**src/rtl/types_pkg.sv**
```systemverilog
// Shared types for the rename slice: decoded/renamed instruction records,
// RV32 opcode constants, register-file sizing and opcode classification helpers.
package types_pkg;

  localparam int NUM_PREG = 128;
  localparam int NUM_AREG = 32;
  localparam int PTAG_W   = 7;
  localparam int AREG_W   = 5;
  localparam int ROB_W    = 5;

  localparam logic [6:0] OP_LUI    = 7'b0110111;
  localparam logic [6:0] OP_AUIPC  = 7'b0010111;
  localparam logic [6:0] OP_JAL    = 7'b1101111;
  localparam logic [6:0] OP_JALR   = 7'b1100111;
  localparam logic [6:0] OP_BRANCH = 7'b1100011;
  localparam logic [6:0] OP_LOAD   = 7'b0000011;
  localparam logic [6:0] OP_STORE  = 7'b0100011;
  localparam logic [6:0] OP_IMM    = 7'b0010011;
  localparam logic [6:0] OP_REG    = 7'b0110011;

  typedef enum logic [2:0] {FU_ALU, FU_BRU, FU_LSU, FU_MUL} fu_e;

  typedef struct packed {
    logic [31:0]       pc;
    logic [6:0]        opcode;
    fu_e               fu;
    logic [AREG_W-1:0] rd;
    logic [AREG_W-1:0] rs1;
    logic [AREG_W-1:0] rs2;
    logic [31:0]       imm;
    logic [2:0]        func3;
    logic [6:0]        func7;
  } decode_data;

  typedef struct packed {
    decode_data        dec;
    logic [PTAG_W-1:0] ps1;
    logic [PTAG_W-1:0] ps2;
    logic [PTAG_W-1:0] pd_new;
    logic [PTAG_W-1:0] pd_old;
    logic [ROB_W-1:0]  rob_tag;
  } rename_data;

  // Stores and conditional branches carry an rd field that is really imm bits.
  function automatic logic writes_rd(input decode_data d);
    return (d.rd != '0) && (d.opcode != OP_STORE) && (d.opcode != OP_BRANCH);
  endfunction

  // Instructions that can mispredict and therefore need a map checkpoint.
  function automatic logic is_br(input decode_data d);
    return (d.opcode == OP_BRANCH) || (d.opcode == OP_JALR);
  endfunction

endpackage

```
**src/rtl/free_list.sv**
```systemverilog
// Circular FIFO of free physical register tags.
//   pop/head_tag   : allocate the head entry; head_next is the post-pop head
//   push/push_tag  : return a tag at the tail
//   restore        : rewind head to restore_head, reclaiming the squashed pops
// Reset contents: tags NUM_ARCH..DEPTH-1 ascending, head 0, tail/count DEPTH-NUM_ARCH.
module free_list import types_pkg::*; #(
  parameter  int DEPTH    = types_pkg::NUM_PREG,
  parameter  int NUM_ARCH = types_pkg::NUM_AREG,
  localparam int PTR_W    = $clog2(DEPTH),
  localparam int CNT_W    = $clog2(DEPTH + 1)
) (
  input  logic              clk,
  input  logic              reset,
  input  logic              pop,
  output logic [PTAG_W-1:0] head_tag,
  output logic [PTR_W-1:0]  head_next,
  output logic              empty,
  input  logic              push,
  input  logic [PTAG_W-1:0] push_tag,
  input  logic              restore,
  input  logic [PTR_W-1:0]  restore_head
);

  logic [PTAG_W-1:0] mem [DEPTH];
  logic [PTR_W-1:0]  head, tail;
  logic [CNT_W-1:0]  count, cnt_nxt, rel;

  function automatic logic [PTR_W-1:0] inc(input logic [PTR_W-1:0] p);
    return (p == PTR_W'(DEPTH - 1)) ? '0 : p + PTR_W'(1);
  endfunction

  assign head_tag  = mem[head];
  assign head_next = pop ? inc(head) : head;
  assign empty     = (count == '0);

  // Entries popped since the checkpoint, modulo DEPTH.
  always_comb begin
    if (head >= restore_head) rel = CNT_W'(head) - CNT_W'(restore_head);
    else                      rel = CNT_W'(DEPTH) + CNT_W'(head) - CNT_W'(restore_head);
  end

  always_comb begin
    cnt_nxt = count;
    if (restore)          cnt_nxt = count + rel + CNT_W'(push);
    else if (push && !pop) cnt_nxt = count + CNT_W'(1);
    else if (pop && !push) cnt_nxt = count - CNT_W'(1);
  end

  always_ff @(posedge clk or posedge reset) begin
    if (reset) begin
      head  <= '0;
      tail  <= PTR_W'(DEPTH - NUM_ARCH);
      count <= CNT_W'(DEPTH - NUM_ARCH);
    end else begin
      count <= cnt_nxt;
      if (restore)  head <= restore_head;
      else if (pop) head <= inc(head);
      if (push)     tail <= inc(tail);
    end
  end

  always_ff @(posedge clk or posedge reset) begin
    if (reset) begin
      for (int i = 0; i < DEPTH; i++)
        mem[i] <= (i < DEPTH - NUM_ARCH) ? PTAG_W'(i + NUM_ARCH) : '0;
    end else if (push) begin
      mem[tail] <= push_tag;
    end
  end

endmodule

```
**src/rtl/rename.sv**
```systemverilog
// Register rename stage: map table lookup, free-list allocation, single
// branch checkpoint with mispredict recovery, one-entry output register.
//   valid_in/data_in/ready_in    : decoded instruction in
//   valid_out/data_out/ready_out : renamed instruction toward dispatch
//   rob_tail_in                  : ROB slot given to the accepted instruction
//   commit_*                     : retiring instruction frees its old tag
//   br_resolve_*, mispredict*    : branch outcome from execute
module rename import types_pkg::*; #(
  parameter int NUM_PREG = types_pkg::NUM_PREG,
  parameter int NUM_AREG = types_pkg::NUM_AREG
) (
  input  logic              clk,
  input  logic              reset,
  input  logic              valid_in,
  input  decode_data        data_in,
  output logic              ready_in,
  output logic              valid_out,
  output rename_data        data_out,
  input  logic              ready_out,
  input  logic [ROB_W-1:0]  rob_tail_in,
  input  logic              commit_valid,
  input  logic [PTAG_W-1:0] commit_pd_old,
  input  logic              br_resolve_valid,
  input  logic [ROB_W-1:0]  br_resolve_tag,
  input  logic              mispredict,
  input  logic [ROB_W-1:0]  mispredict_tag
);

  localparam int PTR_W = $clog2(NUM_PREG);
  typedef logic [NUM_AREG-1:0][PTAG_W-1:0] map_t;

  map_t              map, map_upd, ckpt_map;
  logic              ckpt_valid;
  logic [PTR_W-1:0]  ckpt_head, head_next;
  logic [ROB_W-1:0]  ckpt_tag;
  logic              wr, br, accept, fl_empty, mp_hit, push;
  logic [PTAG_W-1:0] fl_tag, ps1, ps2, pd_new, pd_old;
  rename_data        nxt;

  assign wr     = writes_rd(data_in);
  assign br     = is_br(data_in);
  // Any mispredict blocks intake so a restore never coincides with a pop.
  assign ready_in = (!valid_out || ready_out) && !(wr && fl_empty) &&
                    !(br && ckpt_valid) && !mispredict;
  assign accept = valid_in && ready_in;
  assign mp_hit = mispredict && ckpt_valid && (mispredict_tag == ckpt_tag);
  assign push   = commit_valid && (commit_pd_old != '0);

  // Reads see the map as of the start of the cycle; x0 is hardwired to p0.
  assign ps1    = (data_in.rs1 == '0) ? '0 : map[data_in.rs1];
  assign ps2    = (data_in.rs2 == '0) ? '0 : map[data_in.rs2];
  assign pd_new = wr ? fl_tag : '0;
  assign pd_old = wr ? map[data_in.rd] : '0;

  always_comb begin
    map_upd = map;
    if (accept && wr) map_upd[data_in.rd] = pd_new;
  end

  always_comb begin
    nxt         = '0;
    nxt.dec     = data_in;
    nxt.ps1     = ps1;
    nxt.ps2     = ps2;
    nxt.pd_new  = pd_new;
    nxt.pd_old  = pd_old;
    nxt.rob_tag = rob_tail_in;
  end

  free_list #(.DEPTH(NUM_PREG), .NUM_ARCH(NUM_AREG)) u_fl (
    .clk          (clk),
    .reset        (reset),
    .pop          (accept && wr),
    .head_tag     (fl_tag),
    .head_next    (head_next),
    .empty        (fl_empty),
    .push         (push),
    .push_tag     (commit_pd_old),
    .restore      (mp_hit),
    .restore_head (ckpt_head)
  );

  always_ff @(posedge clk or posedge reset) begin
    if (reset) begin
      for (int i = 0; i < NUM_AREG; i++) map[i] <= PTAG_W'(i);
    end else begin
      map <= mp_hit ? ckpt_map : map_upd;
    end
  end

  // Checkpoint holds the map including the branch's own rd write (JALR),
  // so recovery keeps the link register allocation.
  always_ff @(posedge clk or posedge reset) begin
    if (reset) begin
      ckpt_valid <= 1'b0;
      ckpt_map   <= '0;
      ckpt_head  <= '0;
      ckpt_tag   <= '0;
    end else if (mp_hit) begin
      ckpt_valid <= 1'b0;
    end else if (accept && br) begin
      ckpt_valid <= 1'b1;
      ckpt_map   <= map_upd;
      ckpt_head  <= head_next;
      ckpt_tag   <= rob_tail_in;
    end else if (br_resolve_valid && ckpt_valid && (br_resolve_tag == ckpt_tag)) begin
      ckpt_valid <= 1'b0;
    end
  end

  always_ff @(posedge clk or posedge reset) begin
    if (reset) begin
      valid_out <= 1'b0;
      data_out  <= '0;
    end else if (mispredict) begin
      valid_out <= 1'b0;
    end else if (accept) begin
      valid_out <= 1'b1;
      data_out  <= nxt;
    end else if (ready_out) begin
      valid_out <= 1'b0;
    end
  end

endmodule

```
**config.mk**
```make
export PLATFORM = sky130hd
export DESIGN_NAME = rename
export DESIGN_NICKNAME = d
export VERILOG_FILES = /design/src/rtl/types_pkg.sv /design/src/rtl/free_list.sv /design/src/rtl/rename.sv
export SDC_FILE = /design/constraint.sdc
export NUM_CORES = 2
export LEC_CHECK = 0
export ABC_AREA = 1
export BUFFER_PORTS_ARGS = -buffer_cell sky130_fd_sc_hd__buf_2
export CORE_ASPECT_RATIO = 1.75
export CORE_UTILIZATION = 55
export DETAILED_ROUTE_END_ITERATION = 8
export PLACE_DENSITY = 0.86
export SLEW_MARGIN = 15
export SYNTH_ARGS = -nofsm -noshare
export SYNTH_HDL_FRONTEND = slang
export SYNTH_SLANG_ARGS = --single-unit
```
**constraint.sdc**
```tcl
create_clock -name clk -period 50.6 [get_ports clk]
set_input_delay 7.59 -clock clk [delete_from_list [all_inputs] [get_ports clk]]
set_output_delay 7.59 -clock clk [all_outputs]
set_load 0.02 [all_outputs]
```
---- After elaboration in Yosys (flattened, before gate mapping) ----
Cells that the tools add are included.
word-level totals
  output and inout bits ................... 134
  word-level logic and storage cells ...... 314
  bits in registers ....................... 1512
cells by class
  bitwise logic cells ..................... 4
  order comparisons ....................... 8
  reductions and logical operators ........ 37
  mux-type cells .......................... 35
  add/sub/neg operators ................... 9
  eq/ne operators ......................... 8
operators by type and width
  cell                                                         number
  bitwise mux 896 bit                                          1
  two-way mux 224 bit                                          2
  bitwise mux 224 bit                                          1
  binary-select mux 7 bit (select 5 bit)                       3
  two-way mux 7 bit                                            15
  binary-select mux 7 bit (select 7 bit)                       1
  demux 7 bit (select 7 bit)                                   1
  demux 7 bit (select 5 bit)                                   1
  two-way mux 8 bit                                            4
  equality test 7 bit (second input constant)                  4
  logical AND 1 bit                                            19
  less-than comparator 5 x 6 -> 1 bit (second input constant)  3
  >= comparator 8 bit (second input constant)                  2
  inverter 7 -> 8 bit                                          2
  adder 7 x 1 -> 7 bit (second input constant)                 2
  equality test 5 bit                                          2
  zero test 5 bit                                              2
  nonzero test 3 bit                                           3
  adder 8 x 1 -> 8 bit                                         1
  adder 8 x 1 -> 8 bit (second input constant)                 1
  adder 8 x 7 -> 8 bit (first input constant)                  1
  adder 8 bit                                                  1
  zero test 8 bit                                              1
  less-than comparator 8 x 1 -> 1 bit (second input constant)  1
  other kinds (14)                                             27

---- Longest topological paths before layout ----
  word-level depth ........................ 14
  mapped depth ............................ 23
  gate-level depth less buffers ........... 22

---- Hierarchy ----
A second synthesis with hierarchy kept.
second synthesis, totals
  cells, all modules ...................... 10699
  area total of the unflattened synthesis .. 77588.2 um^2
by module, submodules not included
  module     area each (um^2)  cells each  instances
  free_list  43277.8           5359        1
  rename     34310.4           5340        1

---- Least setup slack after synthesis ----
OpenSTA, ideal clock, no wires.
  path type ............................... in2out
  start ................................... in data_in[61] (netlist name)
  end ..................................... out ready_in
  data arrival time ....................... 8.314 ns
  slack ................................... 34.696 ns
  stages on the path ...................... 8
  data required time ...................... 43.010 ns
  cells stage by stage .................... nand2_1 nor2_1 nand3_1 o21ai_1 inv_2 nand2_1 nand2_1 inv_2
between the ends
  word-level cells in the longest chain between the ends .. 8
ends and longest elaborated chain
  element                          line             RTL
  start, declared                  rename.sv:15     input decode_data data_in,
  inequality test 7 x 6 -> 1 bit   types_pkg.sv:46  return (d.rd != '0) && (d.opcode != OP_STORE) && (d.opcode != OP_BRANCH);
  logical AND 1 bit (2 in series)  types_pkg.sv:46
  logical AND 1 bit                rename.sv:43     assign ready_in = (!valid_out || ready_out) && !(wr && fl_empty) &&
  zero test 1 bit                  rename.sv:43
  logical AND 1 bit                rename.sv:43
  logical AND 1 bit (*)            rename.sv:43
  logical AND 1 bit (*)            rename.sv:44     !(br && ckpt_valid) && !mispredict;
  end, declared                    rename.sv:16     output logic ready_in,
Every way passes the cells marked *; elsewhere a longest branch is shown, timed or not.

---- Final worst setup path ----
  start ................................... in data_in[53] (netlist name)
  end ..................................... out ready_in
between the ends
  word-level cells in the longest chain between the ends .. 8
ends and longest elaborated chain
  element                          line
  nonzero test 5 bit               types_pkg.sv:46
  logical AND 1 bit (2 in series)  types_pkg.sv:46
  logical AND 1 bit                rename.sv:43
  zero test 1 bit                  rename.sv:43
  logical AND 1 bit (2 in series)  rename.sv:43
  logical AND 1 bit                rename.sv:44
No other way between the ends.

==> impl_metrics.tcl <==
set metrics [dict create \
    ff2ff_path_depth 17 \
    synth.distinct_cells 46 \
    synth_nets 10262 \
    synth_most_common_cell "nand2_1" \
    cts_buffer_depth 3 \
    synth_warnings 0 \
    worstSkewPairLatency_ps 820 \
    avgSynthCellArea_um2 7.47 \
    ios 262 \
    initialDrtViolationCount 9614 \
    viasPerCell 6.07 \
    drive_above_1_share_pct 11.0 \
    yosys-top-cells-count "nand2_1, o21ai_0, dfrtp_1" \
    grt_pass1_vias 69567 \
    crit_fanout 9 \
    root_buffer "clkbuf_16" \
    rsz0062_at_grt "no" \
    required_ps 43010 \
    grt-ovfl-total 0 \
    whs_path_depth 2 \
    fin_worst_skew_ps 54.5 \
    fin_crit_ps 16890 \
    numCtsBuffers 137 \
    post-cts-setup-buffer-count 0 \
    antenna_left 0 \
    synth_area_leaders "dfrtp_1, nand2_1, dfstp_2" \
    ys_async_sr_fraction_pct 100 \
    synth_edf_count 0 \
    synthFlopType "dfrtp_1" \
    start_kind "primary input" \
    post-route-period-util_pct 33.4 \
    hold_class "reg2reg" \
    power_leakage_nw 39.4 \
    status "finished, final reports clean" \
    max_cap_viol_count 0 \
    power_density_mw_per_mm2 55.2 \
    synth-seq-cells 1512 \
    max_freq_mhz 59.2 \
    place.gp.congestion 1.06 \
    grt_usage_pct 36.1 \
    area_delta_synth_final_pct 8.48 \
    dp_slack_ps 33780 \
    wl_per_cell_um 21.2 \
    hold_buffers 0 \
    cts_tree "done" \
    first_pass_iters 9 \
    ir_worst_vdd_mv 0.0656 \
    grt_first_pass_wirelength_um 389000 \
    path_class "in2out" \
    setup_viol 0 \
    postSynthCellCount 10108 \
    final_nets 10065 \
    tightest_slew_ps 1290 \
    crit_arrival_ps 9300 \
    slew_headroom_pct 12.9 \
    dp_hpwl_um 155000 \
    clock-sinks 1512 \
    syn_area_mm2 0.0755 \
    end_kind "output pin" \
    vias 71909 \
    yosysSeqAreaShare_pct 50.8 \
    initial_core_util_pct 55.5 \
    clk_pin_slew_ps 70 \
    place.port_buffers 261 \
    cts.repair.resized 0 \
    core-area_mm2 0.136 \
    antenna_found_initial 2 \
    htreeDepth 4 \
    die_area_mm2 0.139 \
    dieWidth_um 282 \
    hold_viol 0 \
    maxSlewViolCount 0 \
    synth_largest_area_cell "dfrtp_1" \
    synth_top_area_share_pct 35.1 \
    n_fill_cell 11590 \
    drc_errors 0 \
    grt_max_degree 197 \
    setup_tns_ps 0 \
    rows 179 \
    fin_ws_ps 33710 \
    fp.dieH_um 492 \
    wl_um 251000 \
]
## routing by layer
layer / up-vias / share of wire (%) / GRT usage, %
met3: 1413 / 10 / 8.38
met4: 2 / 11 / 33.4
met5: - / 0.0076 / 0
met1: 33911 / 33 / 40.4
li1: 32058 / - / -
met2: 4525 / 46 / 56.9
## through the flow
| step | hold WS [ps] | instances | util (%) | total power (W) | instance area (µm²) |
|---|---|---|---|---|---|
| final | 450 | 11845 | 60.2 | 0.00452 | 81900 |
| after floorplan | 448 | 10108 | - | 0.00279 | 75500 |
| after detailed placement | 460 | 11581 | 56.6 | 0.00331 | 77000 |
| after CTS | 460 | 11837 | 60.2 | 0.00445 | 81900 |
| after global placement | 456 | 11581 | 56.6 | 0.00325 | 77000 |
| after global routing | 487 | 11839 | 60.2 | 0.00473 | 81900 |
## cells by family after synthesis
group                      count (synthesis)  synth area share (%)
AOI/OAI and AO/OA                       1891                  13.0
adders and majority gates                 26                 0.470
DFF                                     1512                  50.8
buffers and inverters                   1336                  7.13
xor gates and xnor gates                  17                 0.197
and+or+nand+nor                         5326                  28.4
## flip-flops by register name, summed over array words and instances, names as in the netlist
signal and flops:
u_fl.head 7, ckpt_head 7, valid_out 1, u_fl.mem 896, ckpt_tag 5, ckpt_valid 1, data_out 132, ckpt_map 224
u_fl.count 8, u_fl.tail 7, map 224
## worst paths after layout
check	start	endpoint	slack (ps)
hold reg to reg	ckpt_map[54]	map[54]	450
setup / recovery	data_in[53]	ready_in	33710
min in group asynchronous	reset	u_fl.mem[692]	6930
hold / removal	ckpt_map[54]	map[54]	450
max in group asynchronous	reset	u_fl.mem[483]	39480
setup reg to reg	u_fl.head[0]	ckpt_map[169]	44820
## where the power goes
group | internal, W | total (W) | switching, W
logic | 0.000439 | 0.00159 | 0.00115
clock network | 0.000644 | 0.00113 | 0.000489
registers | 0.00159 | 0.00180 | 0.000209
## worst max-delay path, stage by stage
cell and delay (ps):
buf_2 150, nor2_2 370, nand2_1 290, o21ai_1 210, inv_2 220, nand2_1 140, nand2_1 80, inv_2 90
buf_2 170
## cell usage in the layout (no fill, tap or decap), types with 86 or more instances in the layout
cell	Yosys	layout
o21ai_0	1424	1420
dfstp_2	452	452
nor2_1	418	418
a21oi_1	242	242
buf_2	107	259
clkbuf_16	0	142
dfrtp_1	1060	1057
nand3_1	902	902
nand2_1	3914	3911
buf_4	55	86
o22ai_1	134	134
inv_1	617	607
## area by class of cell
cell class                      instances  area, µm²  area share, %
Antenna cell                            7       17.5         0.0214
Inverter                              648       2480           3.03
Sequential cell                      1512      38400           46.9
Timing Repair Buffer                  352       2070           2.53
Tap cell                             1810       2260           2.76
Clock inverter                         48        738          0.901
Multi-Input combinational cell       7260      31800           38.8
Clock buffer                          208       4140           5.05
Power figures use the tool's default switching activity.
